File: src/rtl/ctrl_multicycle_pkg.sv
// Shared types and encodings for the multicycle control unit.
// CTRL_BRANCH_EN adds beq support and the BRANCH state.
package ctrl_pkg;

  localparam logic [5:0] OP_RTYPE = 6'b000000;
  localparam logic [5:0] OP_LW    = 6'b100011;
  localparam logic [5:0] OP_SW    = 6'b101011;
  localparam logic [5:0] OP_ADDI  = 6'b001000;
  localparam logic [5:0] OP_BEQ   = 6'b000100;

  localparam logic [1:0] ALU_ADD  = 2'b00;
  localparam logic [1:0] ALU_SUB  = 2'b01;
  localparam logic [1:0] ALU_FUNC = 2'b10;

  localparam logic [1:0] RW_NONE  = 2'b00;
  localparam logic [1:0] RW_WRITE = 2'b01;

  typedef enum logic [2:0] {
    IDLE,
    DECODE,
    EXEC,
    MEM,
    WB
`ifdef CTRL_BRANCH_EN
    , BRANCH
`endif
  } state_e;

  typedef struct packed {
    logic rtype;
    logic load;
    logic store;
    logic addi;
    logic branch;
    logic illegal;
  } iclass_t;

endpackage

File: src/rtl/ctrl_multicycle_if.sv
// Instruction handshake and datapath control bundle.
// slave = control unit, master = instruction source / datapath.
interface ctrl_multicycle_if #(
  parameter int RAW = 5
);
  logic [31:0]    instr;
  logic           instr_valid;
  logic           instr_ready;
  logic           Zero;
  logic [RAW-1:0] Read1;
  logic [RAW-1:0] Read2;
  logic [RAW-1:0] WriteReg;
  logic [1:0]     RegWrite;
  logic [3:0]     FuncCode;
  logic [1:0]     ALUOp;
  logic           mem_read;
  logic           mem_write;
  logic           branch_taken;
  logic           illegal;
  logic           done;

  modport master (
    output instr, instr_valid, Zero,
    input  instr_ready, Read1, Read2, WriteReg,
    input  RegWrite, FuncCode, ALUOp,
    input  mem_read, mem_write,
    input  branch_taken, illegal, done
  );

  modport slave (
    input  instr, instr_valid, Zero,
    output instr_ready, Read1, Read2, WriteReg,
    output RegWrite, FuncCode, ALUOp,
    output mem_read, mem_write,
    output branch_taken, illegal, done
  );
endinterface

File: src/rtl/ctrl_multicycle_decode.sv
// Opcode to one-hot instruction class.
// beq decodes as illegal unless CTRL_BRANCH_EN is defined.
module ctrl_decode
  import ctrl_pkg::*;
#(
  parameter int OPW = 6
) (
  input  logic [OPW-1:0] op_i,
  output iclass_t        cls_o
);

  always_comb begin
    cls_o = '0;
    unique case (op_i)
      OPW'(OP_RTYPE): cls_o.rtype  = 1'b1;
      OPW'(OP_LW):    cls_o.load   = 1'b1;
      OPW'(OP_SW):    cls_o.store  = 1'b1;
      OPW'(OP_ADDI):  cls_o.addi   = 1'b1;
`ifdef CTRL_BRANCH_EN
      OPW'(OP_BEQ):   cls_o.branch = 1'b1;
`endif
      default:        cls_o.illegal = 1'b1;
    endcase
  end

endmodule

File: src/rtl/ctrl_multicycle.sv
// Multicycle sequencer: IR capture, state machine, control decode.
// CTRL_BRANCH_EN enables beq via the BRANCH state.
module ctrl_multicycle
  import ctrl_pkg::*;
#(
  parameter int OPW = 6,
  parameter int RAW = 5
) (
  input  logic           clk,
  input  logic           reset,
  ctrl_multicycle_if.slave bus
);

  state_e      state_q, state_d;
  logic [31:0] ir_q, ir_d;
  iclass_t     cls;
  logic        accept;
  logic        exec_ph;
  logic        unused_ir;

  assign accept = bus.instr_valid & bus.instr_ready;
  assign unused_ir = ^{ir_q[10:4], bus.Zero};

  ctrl_decode #(.OPW(OPW)) u_dec (
    .op_i  (ir_q[31 -: OPW]),
    .cls_o (cls)
  );

  always_ff @(posedge clk) begin
    if (reset) begin
      state_q <= IDLE;
      ir_q    <= '0;
    end else begin
      state_q <= state_d;
      ir_q    <= ir_d;
    end
  end

  always_comb begin
    state_d = state_q;
    ir_d    = accept ? bus.instr : ir_q;
    unique case (state_q)
      IDLE:   if (accept) state_d = DECODE;
      DECODE: state_d = cls.illegal ? IDLE : EXEC;
      EXEC: begin
        unique case (1'b1)
          cls.rtype, cls.addi: state_d = WB;
          cls.load, cls.store: state_d = MEM;
`ifdef CTRL_BRANCH_EN
          cls.branch:          state_d = BRANCH;
`endif
          default:             state_d = IDLE;
        endcase
      end
      MEM:    state_d = cls.load ? WB : IDLE;
      WB:     state_d = IDLE;
      default: state_d = IDLE;
    endcase
  end

  // ALUOp/FuncCode stay put from EXEC until the instruction retires
  always_comb begin
    exec_ph = (state_q == EXEC) | (state_q == MEM) | (state_q == WB);
`ifdef CTRL_BRANCH_EN
    exec_ph = exec_ph | (state_q == BRANCH);
`endif
  end

  always_comb begin
    bus.instr_ready = (state_q == IDLE) & ~reset;
    bus.Read1       = ir_q[21 +: RAW];
    bus.Read2       = ir_q[16 +: RAW];
    bus.WriteReg    = '0;
    if (cls.rtype)
      bus.WriteReg = ir_q[11 +: RAW];
    else if (cls.load | cls.addi)
      bus.WriteReg = ir_q[16 +: RAW];

    bus.ALUOp = ALU_ADD;
    if (exec_ph & cls.rtype)
      bus.ALUOp = ALU_FUNC;
    else if (exec_ph & cls.branch)
      bus.ALUOp = ALU_SUB;
    bus.FuncCode = (exec_ph & cls.rtype) ? ir_q[3:0] : 4'b0000;

    // strobes are masked while reset is held so an abort never writes
    bus.RegWrite  = ((state_q == WB) & ~reset) ? RW_WRITE : RW_NONE;
    bus.mem_read  = (state_q == MEM) & cls.load & ~reset;
    bus.mem_write = (state_q == MEM) & cls.store & ~reset;
    bus.illegal   = (state_q == DECODE) & cls.illegal & ~reset;
    bus.done      = bus.illegal | bus.mem_write
                  | ((state_q == WB) & ~reset);
`ifdef CTRL_BRANCH_EN
    bus.branch_taken = (state_q == BRANCH) & bus.Zero & ~reset;
    bus.done = bus.done | ((state_q == BRANCH) & ~reset);
`else
    bus.branch_taken = 1'b0;
`endif
  end

endmodule

File: src/flat_wrapper.sv
// flat-port wrapper written by rule: the top's interface ports become plain ports
module ctrl_multicycle_flat import ctrl_pkg::*;
#(
  parameter int OPW = 6,
  parameter int RAW = 5
)
  (clk, reset, bus_instr, bus_instr_valid, bus_Zero, bus_instr_ready, bus_Read1, bus_Read2, bus_WriteReg, bus_RegWrite, bus_FuncCode, bus_ALUOp, bus_mem_read, bus_mem_write, bus_branch_taken, bus_illegal, bus_done);
  ctrl_multicycle_if #(.RAW(RAW)) bus_i ();
  input  logic clk;
  input  logic reset;
  input wire logic [$bits(bus_i.instr)-1:0] bus_instr;
  input wire logic [$bits(bus_i.instr_valid)-1:0] bus_instr_valid;
  input wire logic [$bits(bus_i.Zero)-1:0] bus_Zero;
  output wire logic [$bits(bus_i.instr_ready)-1:0] bus_instr_ready;
  output wire logic [$bits(bus_i.Read1)-1:0] bus_Read1;
  output wire logic [$bits(bus_i.Read2)-1:0] bus_Read2;
  output wire logic [$bits(bus_i.WriteReg)-1:0] bus_WriteReg;
  output wire logic [$bits(bus_i.RegWrite)-1:0] bus_RegWrite;
  output wire logic [$bits(bus_i.FuncCode)-1:0] bus_FuncCode;
  output wire logic [$bits(bus_i.ALUOp)-1:0] bus_ALUOp;
  output wire logic [$bits(bus_i.mem_read)-1:0] bus_mem_read;
  output wire logic [$bits(bus_i.mem_write)-1:0] bus_mem_write;
  output wire logic [$bits(bus_i.branch_taken)-1:0] bus_branch_taken;
  output wire logic [$bits(bus_i.illegal)-1:0] bus_illegal;
  output wire logic [$bits(bus_i.done)-1:0] bus_done;
  assign bus_i.instr = bus_instr;
  assign bus_i.instr_valid = bus_instr_valid;
  assign bus_i.Zero = bus_Zero;
  assign bus_instr_ready = bus_i.instr_ready;
  assign bus_Read1 = bus_i.Read1;
  assign bus_Read2 = bus_i.Read2;
  assign bus_WriteReg = bus_i.WriteReg;
  assign bus_RegWrite = bus_i.RegWrite;
  assign bus_FuncCode = bus_i.FuncCode;
  assign bus_ALUOp = bus_i.ALUOp;
  assign bus_mem_read = bus_i.mem_read;
  assign bus_mem_write = bus_i.mem_write;
  assign bus_branch_taken = bus_i.branch_taken;
  assign bus_illegal = bus_i.illegal;
  assign bus_done = bus_i.done;
  ctrl_multicycle #(.OPW(OPW), .RAW(RAW)) u_core (.clk(clk), .reset(reset), .bus(bus_i));
endmodule
File: config.mk
export PLATFORM = sky130hd
export DESIGN_NAME = ctrl_multicycle_flat
export DESIGN_NICKNAME = d
export VERILOG_FILES = /design/src/rtl/ctrl_multicycle_pkg.sv /design/src/rtl/ctrl_multicycle_if.sv /design/src/rtl/ctrl_multicycle_decode.sv /design/src/rtl/ctrl_multicycle.sv /design/src/flat_wrapper.sv
export SDC_FILE = /design/constraint.sdc
export NUM_CORES = 1
export LEC_CHECK = 0
export CAP_MARGIN = 20
export CELL_PAD_IN_SITES_DETAIL_PLACEMENT = 1
export CELL_PAD_IN_SITES_GLOBAL_PLACEMENT = 1
export CORE_MARGIN = 2
export CORE_UTILIZATION = 32
export DETAILED_ROUTE_END_ITERATION = 8
export PLACE_DENSITY_LB_ADDON = 0.1
export SYNTH_ARGS = -nofsm -noshare
export SYNTH_HDL_FRONTEND = slang
export SYNTH_SLANG_ARGS = --single-unit
File: constraint.sdc
create_clock -name clk -period 1.7 [get_ports clk]
set_input_delay 0.255 -clock clk [delete_from_list [all_inputs] [get_ports clk]]
set_output_delay 0.255 -clock clk [all_outputs]
set_load 0.005 [all_outputs]
==> flow_metrics.tcl <==
set metrics [dict create \
    run_status "finished with violations" \
    violations "setup timing" \
    antenna_left 0 \
    drt_iter0_drc 63 \
    path_clk_slew_ns 0.11 \
    cts_tree "done" \
    ioPinCount 65 \
    crit_type "register to output port" \
    cts_buffers 3 \
    synth_top_flop_cell "dfxtp_1" \
    max_cap_viol_count 0 \
    finalCritPeriodShare_pct 122.2 \
    grt_usage_pct 16.42 \
    antenna_found_initial 0 \
    power_leakage_nw 1.167 \
    setup_violations 10 \
    nNetsFinal 252 \
    seq_area_frac_synth_pct 35.98 \
    crit_required_ns 1.44 \
    ys_ff_latch 28 \
    grt_pass1_wl_microns 6837 \
    dp_hpwl_microns 2814 \
    core_sq_mm 0.004723 \
    setup-tns-final_ns -1.771 \
    fp.dieH_microns 73.77 \
    grt_max_degree 17 \
    num_rows 25 \
    h-tree-depth 1 \
    layout-drive-gt1-share_pct 49.30 \
    ir_worst_vdd_mv 0.3820 \
    final_util_pct 53.11 \
    grt_pass1_vias 1374 \
    hold_viol_final 0 \
    ys_types 34 \
    synthTopCellsByCount "dfxtp_1 (28), mux2_4 (20), nor2b_1 (15)" \
    die_x_microns 73.77 \
    async_flop_share_pct 0 \
    start_util_pct 32.98 \
    finalClockSkew_ns 0.004761 \
    regArea_sq_um 574.3 \
    synthTopCellsByArea "dfxtp_1 (36%), mux2_4 (19%), buf_4 (6.3%), nor2b_1 (6.0%), and2b_1 (5.8%)" \
    clk_latency_ns 0.28 \
    gp_congestion 0.7042 \
    fin_ws_ns -0.3777 \
    fin_total_pwr_mw 1.797 \
    min_path_type "register to register" \
    ys.warnings.count 0 \
    totalWireLength_microns 4362 \
    yosys.area.top_type "dfxtp_1" \
    drc_errors 0 \
    die-area_sq_mm 0.005442 \
    powerDensity_mw_per_mm2 716.5 \
    drv_slew 0 \
    n_fill_cell 518 \
    end_kind "output port" \
    cts_sinks 28 \
    syn_area_sq_mm 0.001558 \
    fin_crit_ns 2.078 \
    portBuffers 53 \
    area_growth_pct 61.04 \
    vias 1294 \
    post-synth-top-count-cell "dfxtp_1" \
    cts_root_buf "clkbuf_8" \
    cts_buffer_depth 2 \
    post_drt_wl_per_cell_microns 15.47 \
    crit_fanout 4 \
    syn_avg_cell_area_sq_um 10.97 \
    multi_input_area_sq_um 959.7 \
    fmax_mhz 481.3 \
    firstDrtPassIters 4 \
    grt_overflow 0 \
    syn_inst 142 \
    r2r_slack_ns 0.09 \
    diodes 0 \
    synth_top_area_share_pct 35.98 \
    setup.worst_path.start_class "register" \
    rsz0062_at_grt "true" \
    viasPerCell 4.589 \
    crit_arrival_ns 1.82 \
    synth_edf_count 0 \
]
[kinds of logic (layout without fill, tap and decap cells)]
| logic type | Yosys count | count (layout) | synth area share [%] |
|---|---|---|---|
| other | 1 | 3 | 0.2407 |
| XOR/XNOR | 1 | 1 | 0.5624 |
| buffers and inverters | 19 | 90 | 9.156 |
| AO/OA/AOI/OAI | 12 | 12 | 6.506 |
| flip-flops | 28 | 28 | 35.98 |
| AND/OR/NAND/NOR | 55 | 55 | 24.02 |
| multiplexers | 26 | 26 | 23.53 |
[layer usage]
layer  part of all wire, %  GRT usage, %  vias to the layer above
li1                      -             -                      621
met1                    45         21.04                      633
met2                    49         26.88                       35
met3                   4.3         3.155                        5
met4                   1.4         6.667                        0
met5                     0             0                        -
[cells in the final DEF, fill, tap and decap left out, types with 2 or more instances in the layout]
cell type,netlist,routed
dfxtp_2,0,8
buf_6,3,11
buf_2,0,10
clkbuf_8,0,3
nor3_1,5,3
nand2b_1,3,3
nor4_4,1,2
a32o_1,5,5
buf_12,0,3
and2b_1,12,12
dfxtp_1,28,19
and2_4,0,4
conb_1,1,3
clkdlybuf4s50_1,0,36
buf_4,13,22
dlygate4sd2_1,0,2
mux2_4,20,20
mux2_2,5,5
nor2b_1,15,14
nor2_4,0,2
[metrics by stage]
stage / cell area (sq um) / hold WS [ns] / cells / worst slack (ns)
2_1_floorplan: 1565 / 0.3984 / 144 / 0.1532
3_3_place_gp: 2227 / 0.5689 / 267 / -0.4425
3_5_place_dp: 2227 / 0.5737 / 267 / -0.4452
4_1_cts: 2477 / 0.5615 / 281 / -0.3300
5_1_grt: 2509 / 0.5621 / 282 / -0.4403
6_report: 2509 / 0.5565 / 282 / -0.3777
[critical path, cell delays in order (launching register included)]
cell and delay, ns:
dfxtp_2 0.35, or3_4 0.39, mux2i_2 0.20, buf_4 0.16, buf_6 0.10, buf_6 0.09, a32o_1 0.14, buf_2 0.11
[where the power goes]
part	switching, mW	total (mW)	leakage [nW]	internal [mW]
Combinational	0.175	0.505	0.896	0.331
Clock	0.227	0.542	0.0357	0.316
Sequential	0.0394	0.750	0.235	0.711
Total	0.441	1.80	1.17	1.36
[sequential cells by signal, indices dropped and copies added, names as in the netlist]
register,cells
u_core.state_q,3
u_core.ir_q,25
[final timing paths]
path	startpoint	cells past startpoint	endpoint
worst max-delay path	u_core.ir_q[31]	7	bus_WriteReg[3]
worst min-delay path	u_core.ir_q[30]	2	u_core.state_q[2]
worst max register to register	u_core.state_q[1]	6	u_core.ir_q[1]
worst min register to register	u_core.ir_q[30]	2	u_core.state_q[2]
[timing repair]
action,4_1_cts,5_1_grt
endpoints found under the setup margin,16,15
resized for setup,95,14
buffers inserted,9,2
hold buffers,0,0
cloned,1,0
pin swaps,14,6
[cell type report]
type                    count  area share [%]
clock buffers               3           1.646
clock inverters             1           1.197
multi-input cells          97           38.25
flip-flops and latches     28           22.89
well taps                  67           3.342
repair buffers             86           32.67
Power figures use the tool's default switching activity.
